**src/rtl/leitor_registrador.sv**
```systemverilog
// Row-by-row scanner for the register bank: reads each row through a synchronous
// read port, streams it MSB-first over valid/ready and records all-ones rows.
// Optional PARITY_EN macro appends an even-parity bit after each row's data bits.
module leitor_registrador #(
   parameter int WIDTH = 8,
   parameter int ROWS  = 8
) (
   input  logic                      clk,
   input  logic                      rst_n,
   input  logic                      start,
   output logic                      rd_en,
   output logic [$clog2(ROWS)-1:0]   rd_addr,
   input  logic [WIDTH-1:0]          rd_data,
   output logic                      sdata,
   output logic                      svalid,
   input  logic                      sready,
   output logic                      sof,
   output logic                      busy,
   output logic                      done,
   output logic [ROWS-1:0]           full_mask
);

   localparam int AW = $clog2(ROWS);
`ifdef PARITY_EN
   localparam int BITS = WIDTH + 1;
`else
   localparam int BITS = WIDTH;
`endif
   localparam int CW = $clog2(BITS);
   localparam logic [CW-1:0] LAST_BIT = CW'(BITS - 1);
   localparam logic [AW-1:0] LAST_ROW = AW'(ROWS - 1);

   typedef enum logic [2:0] {
      IDLE,
      ADDR,
      CAPT,
      SHIFT,
      FINISH
   } state_t;

   state_t           state;
   state_t           next;
   logic [AW-1:0]    row;
   logic [CW-1:0]    cnt;
   logic [WIDTH-1:0] shreg;
`ifdef PARITY_EN
   logic             par;
`endif

   always_ff @(posedge clk or negedge rst_n) begin
      if (!rst_n) begin
         state     <= IDLE;
         row       <= '0;
         cnt       <= '0;
         shreg     <= '0;
         full_mask <= '0;
`ifdef PARITY_EN
         par       <= 1'b0;
`endif
      end else begin
         state <= next;
         case (state)
            IDLE: begin
               if (start) begin
                  full_mask <= '0;
                  row       <= '0;
               end
            end
            CAPT: begin
               shreg          <= rd_data;
               full_mask[row] <= &rd_data;
               cnt            <= '0;
`ifdef PARITY_EN
               par            <= ^rd_data;
`endif
            end
            SHIFT: begin
               // Row advances together with the last accepted bit so ADDR sees the new row.
               if (sready) begin
                  shreg <= {shreg[WIDTH-2:0], 1'b0};
                  cnt   <= cnt + CW'(1);
                  if (cnt == LAST_BIT && row != LAST_ROW) begin
                     row <= row + AW'(1);
                  end
               end
            end
            default: ;
         endcase
      end
   end

   always_comb begin
      next    = state;
      rd_en   = 1'b0;
      rd_addr = '0;
      sdata   = 1'b0;
      svalid  = 1'b0;
      sof     = 1'b0;
      done    = 1'b0;
      busy    = 1'b1;
      case (state)
         IDLE: begin
            busy = 1'b0;
            if (start) begin
               next = ADDR;
            end
         end
         ADDR: begin
            rd_en   = 1'b1;
            rd_addr = row;
            next    = CAPT;
         end
         CAPT: begin
            next = SHIFT;
         end
         SHIFT: begin
            svalid = 1'b1;
            sof    = (cnt == '0);
`ifdef PARITY_EN
            sdata  = (cnt == CW'(WIDTH)) ? par : shreg[WIDTH-1];
`else
            sdata  = shreg[WIDTH-1];
`endif
            if (sready && cnt == LAST_BIT) begin
               next = (row == LAST_ROW) ? FINISH : ADDR;
            end
         end
         FINISH: begin
            done = 1'b1;
            next = IDLE;
         end
         default: begin
            next = IDLE;
         end
      endcase
   end

endmodule

```
**config.mk**
```make
export PLATFORM = sky130hd
export DESIGN_NAME = leitor_registrador
export DESIGN_NICKNAME = d
export VERILOG_FILES = /design/src/rtl/leitor_registrador.sv
export SDC_FILE = /design/constraint.sdc
export NUM_CORES = 1
export LEC_CHECK = 0
export ABC_AREA = 1
export BUFFER_PORTS_ARGS = -buffer_cell sky130_fd_sc_hd__buf_4
export CAP_MARGIN = 20
export CORE_MARGIN = 8
export CORE_UTILIZATION = 58
export DETAILED_ROUTE_END_ITERATION = 7
export PLACE_DENSITY = 0.88
export SLEW_MARGIN = 20
export SYNTH_ARGS = -nofsm -noshare
export SYNTH_HDL_FRONTEND = slang
export SYNTH_SLANG_ARGS = --single-unit
```
**constraint.sdc**
```tcl
create_clock -name clk -period 2.4 [get_ports clk]
set_input_delay 0.72 -clock clk [delete_from_list [all_inputs] [get_ports clk]]
set_output_delay 0.72 -clock clk [all_outputs]
set_load 0.01 [all_outputs]
```
# [Yosys cells after proc, flatten, opt, wreduce, memory -nomap -nowiden]
# Cells that the tools add are included.
[word_totals] ff_bits=25 latchBits=0 ram_bits=0 romBits=0 input_bits=12 out_inout_bits=17 wordCells=57 memories=0
[classes] n_addsub=2 n_mul=0 div_mod_pow=0 order_cmp=2 eq_ne=11 shifts=0 mux=24 n_bitwise=0 reduce_logical=13
[op_table] cell="case mux 8 bit (2 select lines)" n=2
[op_table] cell="two-way mux 3 bit" n=8
[op_table] cell="two-way mux 8 bit" n=2
[op_table] cell="case mux 3 bit (2 select lines)" n=2
[op_table] cell="case mux 3 bit (4 select lines)" n=1
[op_table] cell="== test 3 bit (second input constant)" n=3
[op_table] cell="bitwise mux 8 bit" n=1
[op_table] cell="inequality test 2 bit (second input constant)" n=4
[op_table] cell="AND reduction 8 bit" n=1
[op_table] cell="two-way mux 1 bit" n=7
[op_table] cell="adder 3 x 1 -> 3 bit (second input constant)" n=2
[op_table] cell="== test 3 x 2 -> 1 bit (second input constant)" n=2
[op_table] cell="logical NOT 3 bit" n=2
[op_table] cell="AND reduction 2 bit" n=3
[op_table] cell="nonzero test 2 bit" n=3
[op_table] cell="less-than comparator 3 x 4 -> 1 bit (second input constant)" n=1
[op_table] cell="AND reduction 4 bit" n=1
[op_table] cell="demux 1 bit (select 3 bit)" n=1
[op_table] cell="== test 3 x 1 -> 1 bit (second input constant)" n=1
[op_table] cell="greater-or-equal comparator 3 x 1 -> 1 bit (second input constant)" n=1
[op_table] cell="logical AND 1 bit" n=3
[op_table] cell="inequality test 3 bit (second input constant)" n=1

# [Depth between registers and ports, before layout]
# Gate-level depths: netlist of the first run.
[depth] word_depth=6 depth_mapped=9 depth_no_buf=9

# [Least setup slack after synthesis of the first run]
# No wires, ideal clock.
[synth_path] kind="flip-flop to output port" from="register state[1]" to="output rd_addr[0]" arrival_ns=1.048 t_required_ns=1.680 slack_ns=0.632 stages_incl_launch_ff=6 path_buffers=0 path_cell_list="dfrtp_1 inv_1 nand2_1 nor2_1 inv_1 nor2_1"
[synth_between] elab_chain_len=2
[synth_rtl] element="start, declared" line_no="41" rtl="state_t state;"
[synth_rtl] element="start signal, assigned" line_no="61" rtl="state <= next;"
[synth_rtl] element="== test 3 x 1 -> 1 bit" line_no="101" rtl="case (state)"
[synth_rtl] element="two-way mux 3 bit" line_no="101"
[synth_rtl] element="end, declared" line_no="12" rtl="output logic [$clog2(ROWS)-1:0] rd_addr,"
# Every way passes these cells.

# [Final worst setup path of the first run]
[layout_path] from="register state[1]" to="output rd_addr[1]"
# Same word-level chain as after synthesis.

==> results.json, run 1 <==
{
  "cts_root_buf": "clkbuf_4",
  "rsz0062_at_grt": "no",
  "synth_seq_cells": 25,
  "slew_headroom_pct": 37.0,
  "syn_area_sq_um": 1400,
  "io_pins": 29,
  "cts_tree": "built",
  "path_cells": "inv_1 -> nand2_1 -> nor2_1 -> inv_1 -> nor2_1 -> buf_4",
  "period_needed_ns": 2.18,
  "synth_top_family_by_area": "simple AND/OR/NAND/NOR gates",
  "die_width_microns": 65.1,
  "layout-drive-gt1-share_pct": 19.6,
  "grt_pass1_wl_mm": 5.77,
  "die-area_sq_um": 4230,
  "hold_violations": 0,
  "detail_route.wirelength_mm": 3.42,
  "power_density_nw_per_um2": 995,
  "whs_ns": 0.269,
  "cp_slowest_stage_delay_ns": 0.44,
  "cts_buffers": 3,
  "endpoint_kind": "output pin",
  "tightest_slew_ns": 0.937,
  "synth_xor_area_share_pct": 0,
  "yosysUniqueCellTypes": 19,
  "synth_area_leaders": "dfrtp_1, nand2_1, inv_1",
  "synthCells": 187,
  "routed_via_density": 5.43,
  "gp_congestion": 0.834,
  "nets": 237,
  "synthAdderAreaFrac_pct": 4.48,
  "drv_slew": 0,
  "timing.final.crit_share_pct": 91.0,
  "grt.total_usage_pct": 16.8,
  "startpoint_type": "flip-flop",
  "grt_overflow": 0,
  "ir_drop_mv": 0.789,
  "dp_hpwl_mm": 2.69,
  "synth_top_area_cell": "dfrtp_1",
  "drtIter0Drc": 86,
  "grt_pass1_vias": 1342,
  "synth.top_cell.area_share_pct": 44.8,
  "synth_fp_nets": 204,
  "p_leak_nw": 0.923,
  "yosys.area_share.simple_pct": 33.2,
  "num_antenna_cells": 0,
  "rows": 17,
  "port_buffers": 28,
  "worst-path-buf-inv": 3,
  "syn_avg_cell_area_sq_um": 7.47,
  "cpMaxStageDelayCell": "dfrtp_1",
  "muxShareOfSynthArea_pct": 0,
  "cap_violations": 0,
  "hold_class": "input pin to async pin",
  "crit_fanout": 4,
  "clock-sinks": 25,
  "clock_latency_ns": 0.32,
  "areaGrowthSynthToFinish_pct": 19.6,
  "path_class": "flip-flop to output pin",
  "p_total_mw": 1.66,
  "fmax_mhz": 458,
  "antenna_found_initial": 0,
  "core_area_sq_um": 2250,
  "die_h_microns": 65.1,
  "cts_buffer_depth": 2,
  "drtAntennaViolNets": 0,
  "start_util_pct": 61.9,
  "path_delay_family": "flip-flops",
  "postCtsResizedCells": 0,
  "fin_skew_ns": 0.00192,
  "required_ns": 1.68,
  "yosys_warnings": 0,
  "synth_compound_area_share_pct": 8.51,
  "tns_ns": 0,
  "post_drt_wl_per_cell_microns": 13.8,
  "synth_seq_area_share_pct": 44.8,
  "drc": 0,
  "setup_violations": 0,
  "cp.arrival_ns": 1.46,
  "cts.clk_slew.worst_paths_ns": 0.14,
  "dr.pass1.iters": 4,
  "htreeDepth": 1,
  "hold_buffers": 0,
  "grt_max_degree": 26,
  "cts_setup_buffers": 0,
  "vias": 1340,
  "status": "finished clean"
}
## cells in the mapped netlist
master    count
o22ai_1       1
nand2_1      52
o211ai_1      2
nor2_1       21
nand2_4       1
nor3_1        4
nor2_2        3
o21ai_0      12
o211ai_2      1
ha_1          5
buf_2         1
nand3_1      12
a21oi_1       5
buf_6         1
inv_1        29
dfrtp_1      25
nor2_4        1
nand2_2       3
nand4_1       8
## power by group
group	internal [mW]	total (mW)	switching, mW
Clock	0.0637	0.196	0.133
Combinational	0.287	0.831	0.544
Sequential	0.539	0.635	0.0959
## routing by layer
| layer | part of all wire (%) | wire length (microns) | GRT usage (%) |
|---|---|---|---|
| met1 | 41 | 1400 | 19.3 |
| met2 | 51 | 1750 | 29.6 |
| met3 | 5.6 | 193 | 3.09 |
| met4 | 2.3 | 77 | 7.36 |
| met5 | 0 | 0 | 0 |
## area by class of cell
cell class / count / area (sq um)
Timing Repair Buffer: 30 / 225
Clock inverter: 1 / 7.51
Multi-Input combinational cell: 131 / 646
Sequential cell: 25 / 626
Inverter: 29 / 109
Tap cell: 28 / 35.0
Fill cell: 176 / 584
Clock buffer: 3 / 22.5
## through the flow
stage	worst slack (ns)	instance area (sq um)	util, %	instances
after floorplan	0.632	1400	-	187
after global routing	0.0946	1670	74.1	247
after CTS	0.245	1670	74.1	247
after global placement	0.688	1640	72.8	243
final	0.216	1670	74.1	247
after detailed placement	0.621	1640	72.8	243
## sequential cells by signal, summed over array words and instances (netlist names)
| signal | cells |
|---|---|
| shreg | 8 |
| state | 3 |
| cnt | 3 |
| row | 3 |
| full_mask | 8 |
## layout by cell type (no fill, tap or decap), drive strengths merged
cell type	synthesis	final
o21ai	12	12
ha	5	5
nand4	8	8
o211ai	3	3
nor2	25	25
a21oi	5	5
nand2	56	56
inv	29	29
nand3	12	12
nor3	4	4
clkbuf	0	3
dfrtp	25	25
o22ai	1	1
buf	2	30
clkinvlp	0	1
## worst paths after layout
check | from | endpoint | slack (ns) | cells after the start
max in group asynchronous | rst_n | shreg[3] | 1.89 | 1
min in group clk | full_mask[5] | full_mask[5] | 0.51 | 2
min reg2reg | full_mask[5] | full_mask[5] | 0.51 | 2
max | state[1] | rd_addr[1] | 0.22 | 6
min | rst_n | cnt[2] | 0.27 | 1
max reg2reg | state[2] | shreg[4] | 0.70 | 3
## logic make-up after synthesis
kind of cell,count (synthesis)
buffers and inverters,31
DFF,25
AOI/OAI and AO/OA,21
and+or+nand+nor,105
adders and majority gates,5
Power figures use the tool's default switching activity.
==> run 2, diff against run 1 <==
Settings changed: BUFFER_PORTS_ARGS -buffer_cell sky130_fd_sc_hd__buf_4 to not set, CORE_UTILIZATION 58 to 65, DONT_BUFFER_PORTS set to 1, PLACE_DENSITY 0.88 to 0.85.
==> run 2 against run 1 <==
  * Combinational power down 12%
  * Cell count fell by 12%
  * Critical path type unchanged
  * Routed wire length down 8.7%
  * Sequential cell count unchanged
==> results.json, run 2 (synthesis gave the netlist of run 1 again) <==
{
  "grt_pass1_wl_mm": 5.29,
  "clock-sinks": 25,
  "swShare_pct": 46.7,
  "p_int_uw": 825,
  "grt.total_usage_pct": 15.9,
  "rsz0062_at_grt": "no",
  "nets": 209,
  "grt_max_degree": 26,
  "setup_violations": 0,
  "final_common_cell": "nand2_1",
  "hold_violations": 0,
  "cts.clk_slew.worst_paths_ns": 0.13,
  "comb_power_share_pct": 47.2,
  "fin_skew_ns": 0.00497,
  "path_cells": "inv_1 -> nand2_1 -> nor2_2 -> inv_1 -> nor2_1",
  "cts_tree": "built",
  "die_h_microns": 62.4,
  "antenna_found_initial": 0,
  "pwr-share-clk_pct": 12.0,
  "cap_violations": 0,
  "dr.pass1.iters": 4,
  "path_delay_family": "simple AND/OR/NAND/NOR gates",
  "p_sw_uw": 722,
  "timing.final.crit_share_pct": 93.2,
  "final_cell_mix": "nand2_1, inv_1, dfrtp_1",
  "num_antenna_cells": 0,
  "fmax_mhz": 447,
  "cts_root_buf": "clkbuf_4",
  "vias": 1209,
  "detail_route.wirelength_mm": 3.12,
  "crit_fanout": 4,
  "hold_class": "input pin to async pin",
  "cts_buffer_depth": 2,
  "htreeDepth": 1,
  "drtAntennaViolNets": 0,
  "rows": 16,
  "worst_path_most_repeated_cell": "inv_1",
  "tightest_slew_ns": 0.848,
  "drv_slew": 0,
  "post_drt_wl_per_cell_microns": 14.3,
  "dp_hpwl_mm": 2.44,
  "endpoint_kind": "output pin",
  "status": "finished clean",
  "cts_buffers": 3,
  "worst-path-buf-inv": 2,
  "fill_cells": 172,
  "areaGrowthSynthToFinish_pct": 4.39,
  "required_ns": 1.68,
  "drtIter0Drc": 80,
  "power_density_nw_per_um2": 1060,
  "cp_slowest_stage_delay_ns": 0.44,
  "cpMaxStageDelayCell": "dfrtp_1",
  "die_width_microns": 62.4,
  "gp_congestion": 0.809,
  "seq_power_share_pct": 40.7,
  "die-area_sq_um": 3890,
  "slew_headroom_pct": 43.0,
  "cp.arrival_ns": 1.52,
  "ir_drop_mv": 0.679,
  "cts_setup_buffers": 0,
  "path_class": "flip-flop to output pin",
  "finalCoreUtilization_pct": 72.8,
  "grt_pass1_vias": 1221,
  "core_area_sq_um": 2000,
  "drc": 0,
  "top_regs": "full_mask x8, shreg x8",
  "start_util_pct": 69.7,
  "period_needed_ns": 2.24,
  "startpoint_type": "flip-flop",
  "clock_latency_ns": 0.31,
  "layout-drive-gt1-share_pct": 7.85,
  "io_pins": 29,
  "tns_ns": 0,
  "port_buffers": 0,
  "p_leak_nw": 0.781,
  "routed_via_density": 5.55,
  "p_total_mw": 1.55,
  "grt_overflow": 0
}
==> run 2: cell count changes in the layout (fill, tap and decap cells not counted), sizes merged <==
cell,previous run,this run
buf,30,2
clkbuf,3,4
clkinvlp,1,0
==> run 2: power by group through the flow <==
stage	registers [mW]	clock network (mW)	logic [mW]
finish	0.631	0.186	0.731
global route	0.646	0.203	0.834
CTS	0.630	0.189	0.732
detailed placement	0.640	0	0.728
global placement	0.630	0	0.692
floorplan	0.616	0	0.596
==> run 2: worst paths after layout <==
kind	start	end	slack (ns)	depth (start not counted)
setup / recovery	state[1]	rd_addr[1]	0.16	5
hold / removal	rst_n	cnt[2]	0.08	0
setup reg to reg	state[2]	shreg[6]	0.78	3
hold reg to reg	shreg[7]	shreg[7]	0.51	2
max in group asynchronous	rst_n	full_mask[3]	2.25	0
min in group clk	shreg[7]	shreg[7]	0.51	2
==> run 2: cell type report <==
type                    instances  area [sq um]  share of cell area, %
clock buffers                   4          26.3                   1.80
multi-input cells             131           648                   44.5
well taps                      27          33.8                   2.32
repair buffers                  2          15.0                   1.03
inverters                      29           109                   7.47
flip-flops and latches         25           626                   42.9
==> run 2: worst register-to-register path, cell delays in order (launching register included) <==
cell and delay [ns]:
dfrtp_1 0.49, nor3_1 0.73, o21ai_0 0.19, a21oi_1 0.16
==> run 2: metal layers <==
layer	vias up	track usage, %	wire [microns]
met3	4	5.56	161
met5	-	0	0
met1	579	16.6	1320
li1	603	-	-
met2	23	29.0	1610
met4	0	4.84	29
==> run 2: timing repair <==
| item | CTS | global route |
|---|---|---|
| hold buffers | 0 | 0 |
| resized for setup | 0 | 1 |
| endpoints found under the setup margin | 0 | 3 |
==> run 2: per-stage QoR <==
| step | cells | hold slack [ns] | setup slack [ns] | instance area [sq um] |
|---|---|---|---|---|
| 3_3_place_gp | 214 | 0.425 | 0.489 | 1430 |
| 6_report | 218 | 0.0762 | 0.164 | 1460 |
| 4_1_cts | 218 | 0.0736 | 0.0430 | 1460 |
| 5_1_grt | 218 | 0.0561 | 0.0605 | 1460 |
| 2_1_floorplan | 187 | 0.424 | 0.632 | 1400 |
| 3_5_place_dp | 214 | 0.426 | 0.405 | 1430 |
==> run 3, diff against run 2 <==
Settings changed: CORE_UTILIZATION 65 to 61, PLACE_DENSITY 0.85 to 0.81.
Clock period 2.4 ns to 2.2 ns, I/O delays scaled along.
==> run 3 against run 2 <==
  * Sequential cell count is the same
  * Routed wire length is 1.2% higher
  * Sequential share of layout area decreased by 1.0 points
  * Die area rose by 4.9%
  * Clock power increased by 16%
  * Sequential power rose by 9.0%
==> results.json, run 3 (synthesis gave the netlist of run 1 again) <==
{
  "drv_slew": 0,
  "grt_overflow": 0,
  "cts.clk_slew.worst_paths_ns": 0.14,
  "postCtsResizedCells": 0,
  "endpoint_kind": "output pin",
  "port_buffers": 0,
  "die-area_sq_um": 4080,
  "start_util_pct": 63.7,
  "gp_congestion": 0.852,
  "grt_pass1_vias": 1243,
  "rsz0062_at_grt": "yes",
  "required_ns": 1.54,
  "cts_root_buf": "clkbuf_4",
  "status": "finished clean",
  "die_h_microns": 63.8,
  "top_regs": "full_mask x8, shreg x8",
  "hold_violations": 0,
  "clock-sinks": 25,
  "tightest_slew_ns": 0.536,
  "routed_via_density": 5.56,
  "clock_latency_ns": 0.33,
  "cp_slowest_stage_delay_ns": 0.44,
  "whs_ns": 0.115,
  "p_leak_nw": 0.803,
  "nets": 212,
  "power_density_nw_per_um2": 1160,
  "fin_area_sq_um": 1490,
  "detail_route.wirelength_mm": 3.16,
  "final_common_cell": "nand2_1",
  "ir_drop_mv": 0.658,
  "antenna_found_initial": 0,
  "cts_buffer_depth": 2,
  "die_width_microns": 63.8,
  "core_area_sq_um": 2190,
  "final_cell_mix": "nand2_1, inv_1, dfrtp_1",
  "dp_hpwl_mm": 2.45,
  "cap_violations": 0,
  "num_antenna_cells": 0,
  "drtAntennaViolNets": 0,
  "crit_fanout": 4,
  "vias": 1235,
  "rrSetupSlack_ns": 0.67,
  "grt.total_usage_pct": 16.1,
  "drtIter0Drc": 57,
  "dr.pass1.iters": 4,
  "fmax_mhz": 479,
  "rows": 17,
  "grt_max_degree": 26,
  "post_drt_wl_per_cell_microns": 14.2,
  "slew_headroom_pct": 64.1,
  "placed_area_sq_um": 1450,
  "path_delay_family": "flip-flops",
  "fin_skew_ns": 0.00704,
  "drc": 0,
  "io_pins": 29,
  "setup_violations": 0,
  "startpoint_type": "flip-flop",
  "cpMaxStageDelayCell": "dfrtp_1",
  "cts_buffers": 3,
  "hold_class": "input pin to async pin",
  "timing.final.crit_share_pct": 94.9,
  "path_cells": "inv_1 -> nand2_1 -> nor2_1 -> inv_1 -> nor2_1",
  "path_class": "flip-flop to output pin",
  "cts_tree": "built",
  "worst-path-buf-inv": 2,
  "grt_pass1_wl_mm": 5.40,
  "period_needed_ns": 2.09,
  "areaGrowthSynthToFinish_pct": 6.90,
  "htreeDepth": 1,
  "cp.arrival_ns": 1.43,
  "layout-drive-gt1-share_pct": 9.28
}
## run 3: timing repair
| action | 4_1_cts | 5_1_grt |
|---|---|---|
| endpoints found under the hold margin | 25 | 0 |
| endpoints found under the setup margin | 0 | 3 |
| setup buffers | 0 | 0 |
| hold buffers | 1 | 0 |
## run 3: power breakdown
group          internal, mW  total (mW)  switching, mW
clock network        0.0684       0.215          0.147
registers             0.588       0.688         0.0995
logic                 0.265       0.835          0.570
## run 3: per-stage QoR
step,power (mW),worst slack (ns),util (%),TNS (ns),cells
finish,1.74,0.111,68.1,0,222
global route,1.90,-0.0356,68.1,-0.0946,222
floorplan,1.32,0.492,-,0,187
global placement,1.47,0.553,66.0,0,217
CTS,1.75,0.0961,68.1,0,222
detailed placement,1.52,0.487,66.0,0,217
## run 3: cell type report
type                    instances  area (sq um)
fillers                       177           698
multi-input cells             131           646
flip-flops and latches         25           626
inverters                      29           109
repair buffers                  5          50.0
well taps                      28          35.0
clock buffers                   3          22.5
clock inverters                 1          5.00
## run 3: path summary, 6_finish.rpt
| path | startpoint | to | depth (start not counted) |
|---|---|---|---|
| worst min register to register | shreg[1] | shreg[1] | 2 |
| max in group asynchronous | rst_n | cnt[0] | 1 |
| worst min-delay path | rst_n | full_mask[4] | 1 |
| worst max-delay path | state[1] | rd_addr[2] | 5 |
| min in group clk | rd_data[1] | shreg[1] | 2 |
| worst max register to register | row[0] | row[0] | 8 |
## run 3: metal layers
| layer | up-vias | global-route usage, % | wire, microns | share of wire [%] |
|---|---|---|---|---|
| met2 | 27 | 29.4 | 1670 | 53 |
| met4 | 0 | 8.91 | 53 | 1.7 |
| met5 | - | 0 | 0 | 0 |
| met3 | 5 | 3.66 | 172 | 5.4 |
| met1 | 595 | 16.7 | 1270 | 40 |
| li1 | 608 | - | - | - |
